`config.mk`:
```
export PLATFORM = sky130hd
export DESIGN_NAME = spi_master_mc
export DESIGN_NICKNAME = d
export VERILOG_FILES = /design/src/rtl/spi_mc_pkg.sv /design/src/rtl/spi_mc_sclk_gen.sv /design/src/rtl/spi_master_mc.sv
export SDC_FILE = /design/constraint.sdc
export NUM_CORES = 1
export LEC_CHECK = 0
export ABC_AREA = 1
export BUFFER_PORTS_ARGS = -buffer_cell sky130_fd_sc_hd__buf_4
export CAP_MARGIN = 15
export CORE_MARGIN = 1.5
export CORE_UTILIZATION = 30
export CTS_BUF_LIST = sky130_fd_sc_hd__clkbuf_4
export DETAILED_ROUTE_END_ITERATION = 12
export SLEW_MARGIN = 0
export SYNTH_ARGS = -nofsm -noshare
export SYNTH_HDL_FRONTEND = slang
export SYNTH_SLANG_ARGS = --single-unit
```
`constraint.sdc`:
```
create_clock -name clk -period 2 [get_ports clk]
set_clock_uncertainty 0.15 [all_clocks]
set_input_delay 0.4 -clock clk [delete_from_list [all_inputs] [get_ports clk]]
set_output_delay 0.4 -clock clk [all_outputs]
set_load 0.03 [all_outputs]
```
`src/rtl/spi_mc_pkg.sv`:
```
// Shared types and helpers for the multi-mode SPI master.
package spi_mc_pkg;

    typedef enum logic [2:0] {
        IDLE,
        SETUP,
        XFER,
        HOLD,
        DONE
    } state_t;

    typedef struct packed {
        logic cpol;
        logic cpha;
    } spi_mode_t;

    // Chip-select index width that stays legal for a single slave.
    function automatic int cs_width(input int num_cs);
        return (num_cs > 1) ? $clog2(num_cs) : 1;
    endfunction

endpackage

```
`src/rtl/spi_mc_sclk_gen.sv`:
```
// Half-period timer for the SPI master: one tick every HALF clocks while running,
// split into leading/trailing SCLK edge strobes until NUM_EDGES edges have been issued.
module spi_mc_sclk_gen
    import spi_mc_pkg::*;
#(
    parameter int HALF = 2,
    parameter int NUM_EDGES = 16,
    localparam int EC_W = $clog2(NUM_EDGES + 1)
) (
    input  logic            clk,
    input  logic            rst,
    input  logic            run,
    output logic            tick,
    output logic            lead_edge,
    output logic            trail_edge,
    output logic [EC_W-1:0] edge_cnt
);

    localparam int CNT_W = (HALF > 1) ? $clog2(HALF) : 1;

    logic [CNT_W-1:0] cnt;
    logic             edges_left;

    assign tick       = (cnt == CNT_W'(HALF - 1));
    assign edges_left = (edge_cnt != EC_W'(NUM_EDGES));
    // Even edge numbers leave the idle level, odd ones return to it.
    assign lead_edge  = tick && edges_left && !edge_cnt[0];
    assign trail_edge = tick && edges_left && edge_cnt[0];

    always_ff @(posedge clk) begin
        if (rst || !run) begin
            cnt      <= '0;
            edge_cnt <= '0;
        end else begin
            cnt <= tick ? '0 : cnt + 1'b1;
            if (tick && edges_left) begin
                edge_cnt <= edge_cnt + 1'b1;
            end
        end
    end

endmodule

```
`src/rtl/spi_master_mc.sv`:
```
// SPI master with per-transfer CPOL/CPHA, configurable width/bit order and one-hot
// active-low chip selects; start/done handshake on the CPU side.
module spi_master_mc
    import spi_mc_pkg::*;
#(
    parameter int DATA_W = 8,
    parameter int CLK_DIV = 4,
    parameter int NUM_CS = 4,
    parameter bit MSB_FIRST = 1'b1,
    localparam int CS_W = cs_width(NUM_CS)
) (
    input  logic              clk,
    input  logic              rst,
    input  logic              start,
    input  logic              cpol,
    input  logic              cpha,
    input  logic [CS_W-1:0]   cs_sel,
    input  logic [DATA_W-1:0] tx_data,
    output logic [DATA_W-1:0] rx_data,
    output logic              busy,
    output logic              done,
    output logic              sclk,
    output logic              mosi,
    input  logic              miso,
    output logic [NUM_CS-1:0] cs_n
);

    localparam int HALF = CLK_DIV / 2;
    localparam int NUM_EDGES = 2 * DATA_W;
    localparam int EC_W = $clog2(NUM_EDGES + 1);

    state_t            state;
    spi_mode_t         mode;
    logic [DATA_W-1:0] tx_sh;
    logic [DATA_W-1:0] rx_sh;
    logic              tick;
    logic              lead_edge;
    logic              trail_edge;
    logic [EC_W-1:0]   edge_cnt;
    logic              cs_ok;
    logic              last_edge;
    logic              edges_done;
    logic              sample;
    logic              drive;

    function automatic logic first_bit(input logic [DATA_W-1:0] w);
        return MSB_FIRST ? w[DATA_W-1] : w[0];
    endfunction

    function automatic logic [DATA_W-1:0] shift_out(input logic [DATA_W-1:0] w);
        return MSB_FIRST ? {w[DATA_W-2:0], 1'b0} : {1'b0, w[DATA_W-1:1]};
    endfunction

    function automatic logic [DATA_W-1:0] shift_in(input logic [DATA_W-1:0] w, input logic b);
        return MSB_FIRST ? {w[DATA_W-2:0], b} : {b, w[DATA_W-1:1]};
    endfunction

    spi_mc_sclk_gen #(
        .HALF      (HALF),
        .NUM_EDGES (NUM_EDGES)
    ) u_sclk_gen (
        .clk        (clk),
        .rst        (rst),
        .run        (busy),
        .tick       (tick),
        .lead_edge  (lead_edge),
        .trail_edge (trail_edge),
        .edge_cnt   (edge_cnt)
    );

    assign cs_ok      = (int'(cs_sel) < NUM_CS);
    assign last_edge  = (edge_cnt == EC_W'(NUM_EDGES - 1));
    assign edges_done = (edge_cnt == EC_W'(NUM_EDGES));
    // CPHA=0 presents the first bit before any edge, so its final trailing edge has nothing left to drive.
    assign sample     = mode.cpha ? trail_edge : lead_edge;
    assign drive      = mode.cpha ? lead_edge : (trail_edge && !last_edge);

    // NOTE: every register here, outputs included, is state updated with <= in this one block,
    // so all pins change together one clock after the decision that caused them.
    always_ff @(posedge clk) begin
        if (rst) begin
            state   <= IDLE;
            mode    <= '0;
            busy    <= 1'b0;
            done    <= 1'b0;
            rx_data <= '0;
            sclk    <= 1'b0;
            mosi    <= 1'b0;
            cs_n    <= '1;
            tx_sh   <= '0;
            rx_sh   <= '0;
        end else begin
            done <= 1'b0;
            case (state)
                IDLE: begin
                    if (start && cs_ok) begin
                        state <= SETUP;
                        mode  <= '{cpol: cpol, cpha: cpha};
                        busy  <= 1'b1;
                        sclk  <= cpol;
                        cs_n  <= ~(NUM_CS'(1) << cs_sel);
                        rx_sh <= '0;
                        if (!cpha) begin
                            mosi  <= first_bit(tx_data);
                            tx_sh <= shift_out(tx_data);
                        end else begin
                            tx_sh <= tx_data;
                        end
                    end
                end
                SETUP, XFER: begin
                    if (lead_edge || trail_edge) begin
                        sclk <= ~sclk;
                    end
                    if (sample) begin
                        rx_sh <= shift_in(rx_sh, miso);
                    end
                    if (drive) begin
                        mosi  <= first_bit(tx_sh);
                        tx_sh <= shift_out(tx_sh);
                    end
                    if (state == SETUP && tick) begin
                        state <= XFER;
                    end else if (state == XFER && tick && edges_done) begin
                        state <= HOLD;
                        sclk  <= mode.cpol;
                    end
                end
                HOLD: begin
                    if (tick) begin
                        state   <= DONE;
                        busy    <= 1'b0;
                        done    <= 1'b1;
                        cs_n    <= '1;
                        mosi    <= 1'b0;
                        rx_data <= rx_sh;
                    end
                end
                DONE: state <= IDLE;
                default: state <= IDLE;
            endcase
        end
    end

endmodule

```
==> run summary <==
outcome = finished clean
Crit. Startpoint = u_sclk_gen.edge_cnt[0]
Worst Hold Launch = cs_sel[1]
CTS Root Cell = clkbuf_4
maximum clock rate = 546 MHz
Post-Syn Instances = 309
CTS sink cnt = 43
largest net degree at the start of global routing = 20
Buf+Inv Stages, Crit Path = 3
die area = 7730 um2
worst reg-to-reg path cell count = 11
H-tree Lvls = 2
Setup Fix Bufs, Post-CTS = 0
synthesized area = 2160 um2
fin crit period = 1.83 ns
Via density = 4.55
FP Rows = 30
WL final = 4770 um
Critical Path Start Type = register
hold path depth = 3
delay-heaviest family, CP = simple AND/OR/NAND/NOR gates
crit-path cells = inv_1 > ha_1 > nand2_1 > inv_1 > nand2_2 > nand4_1 > nand3_4 > nand2_2 > inv_2 > nor2_1 > nor2_1
initial antenna violation count = 0
Synth async-reset ratio = 0
worst hold slack = 0.127 ns
drt pass-1 iters = 4
R2R Path End = tx_sh[7]
Initial Utilization = 0.315
Synthesis Warnings = 0
EDFF count, synth = 0
VDD IR max = 416 uV
gp weighted congestion = 0.825
Largest stage delay, worst path = 0.39 ns
antenna fix cells = 0
Mapped Nets = 328
Avg Inst Size Synth = 7.00 um2
Worst Path Max Fanout = 10
Rel. slew slack = 0.704
P&R area growth vs syn = 18.7%
share of cells above drive strength 1 = 0.194
drt drc = 0
total CTS buffers = 5
CTS tree = done
final max-slew violation count = 0
vias in the first global route = 1,858
Worst Hold Class = in2reg
WP data arrival = 1.98 ns
Netlist cell types = 31
CTS clk-pin slew, worst paths = 0.12 ns
critical path class = reg2reg
I/O Buffers = 31
worst-case clock buffer depth = 2
DRT antenna net count = 0
first-pass GRT wire length = 8270 um
flop2flop setup slack = 0.17 ns
Critical Path RT = 2.14 ns
hpwl dp = 3530 um
Multi-input gate area = 1110 um2
clk_lat worst skew = 0.35 ns
layout filler cell count = 754
CP Capture Type = register
nets = 358
register area = 862 um2
Core Footprint = 6870 um2
Synth Register Bits = 43
per-cell routed wire length = 10.9 um
Die Wd = 87.9 um
final worst-path cycle share = 0.916
chip height = 87.9 um
final setup violation count = 0
Fin. Hold Viols = 0
Post-Place Setup Slack = 0.0784 ns
GRT Total Usage = 0.136
top_reg_cell synth = dfxtp_1
via count = 1,983
sequential share of the synthesized area = 0.398
pwr/cell area = 881 nW/um2
Max-Cap Viols = 0
total I/O pin count = 32
Hold EP = cs_n[0]
initial DRC count = 97
slowest stage cell, crit path = dfxtp_2
worst setup margin = 0.167 ns
reg2reg start = u_sclk_gen.edge_cnt[0]
gr ovfl total = 0
LEAKAGE = 0.00112 uW
worst-margin pin slew = 0.443 ns
## sequential cells by signal, indices dropped and copies added (netlist names)
register,cells
busy,1
cs_n,4
done,1
mode,2
mosi,1
rx_data,8
rx_sh,8
sclk,1
state,3
tx_sh,8
u_sclk_gen.edge_cnt,5
u_sclk_gen.tick,1
## area by class of cell
cell class,instances,share of cell area
Multi-Input combinational cell,219,0.434
Sequential cell,43,0.336
Timing Repair Buffer,33,0.0965
Inverter,37,0.0570
Tap cell,96,0.0468
Clock inverter,3,0.0151
Clock buffer,5,0.0146
## power breakdown
part / total [uW] / internal [uW] / switching (uW)
combinational: 729 / 252 / 477
sequential: 997 / 941 / 55.9
clock: 537 / 257 / 279
## per-layer routing
layer  GRT usage  up-vias  share of wire  routed length [um]
li1            -     1055              -                   -
met1       0.180      881           0.50                2400
met2       0.219       40           0.44                2110
met3      0.0320        7          0.043                 206
met4      0.0390        0          0.012                  55
met5           0        -              0                   0
## how the worst max path moves through the flow
stage,to,slack (ns),cells past startpoint
final,tx_sh[7],0.17,11
after CTS,tx_sh[6],0.07,11
after floorplan,tx_sh[1],0.31,11
after detailed placement,tx_sh[6],0.08,11
after global placement,rx_sh[4],0.16,10
after global routing,rx_sh[0],-0.0003,10
## placed cells by master (no fill, tap or decap), types with 2 or more instances in the layout
cell,n
nand2_2,5
clkbuf_4,5
nor2_2,3
a31oi_1,2
o21ai_0,13
nor3_1,3
nand3_4,2
nand2_4,3
ha_1,3
nand3_1,15
nand3b_1,7
o21ai_1,2
inv_2,6
nand2_8,2
inv_1,30
nor2_1,34
dfxtp_1,42
buf_4,33
a21oi_1,24
o22ai_1,5
nand2_1,83
nand4_1,6
## per-stage QoR
stage	setup TNS [ns]	cell area, um2	total power (uW)	cells	util
6_report	0	2570	2260	436	0.374
5_1_grt	-0.000317	2570	2430	436	0.374
3_5_place_dp	0	2470	1740	428	0.359
2_1_floorplan	0	2160	1590	309	-
4_1_cts	0	2540	2280	436	0.370
3_3_place_gp	0	2470	1730	428	0.359
## worst reg2reg max path, cell delays in order (launching register included)
cell	delay [ns]
dfxtp_2	0.39
inv_1	0.11
ha_1	0.22
nand2_1	0.06
inv_1	0.05
nand2_2	0.13
nand4_1	0.16
nand3_4	0.16
nand2_2	0.09
inv_2	0.12
nor2_1	0.05
nor2_1	0.09
## Yosys cell counts, drive strengths merged, types with 2 or more instances
master / n / area (um2)
a21oi: 24 / 120
nand3b: 7 / 52.6
nor3: 4 / 20.0
dfxtp: 43 / 861
ha: 3 / 37.5
o21ai: 15 / 75.1
nand3: 18 / 113
clkbuf: 4 / 15.0
a31oi: 2 / 12.5
nor2: 38 / 155
inv: 37 / 146
o22ai: 5 / 31.3
nand2: 93 / 409
nand4: 6 / 37.5
buf: 6 / 47.5
## repair_timing
action / in CTS / in global routing
endpoints found under the hold margin: 0 / 0
gates resized for setup: 0 / 6
hold buffers: 0 / 0
setup endpoints to repair: 0 / 17
## cells by family (layout without fill, tap and decap cells)
family	after synthesis	after routing	share of synthesized area
AOI/OAI and AO/OA	48	48	0.117
adders and majority gates	3	3	0.0174
buffers and inverters	47	78	0.0966
DFF	43	43	0.398
and+or+nand+nor	168	168	0.370
Power figures use the tool's default switching activity.
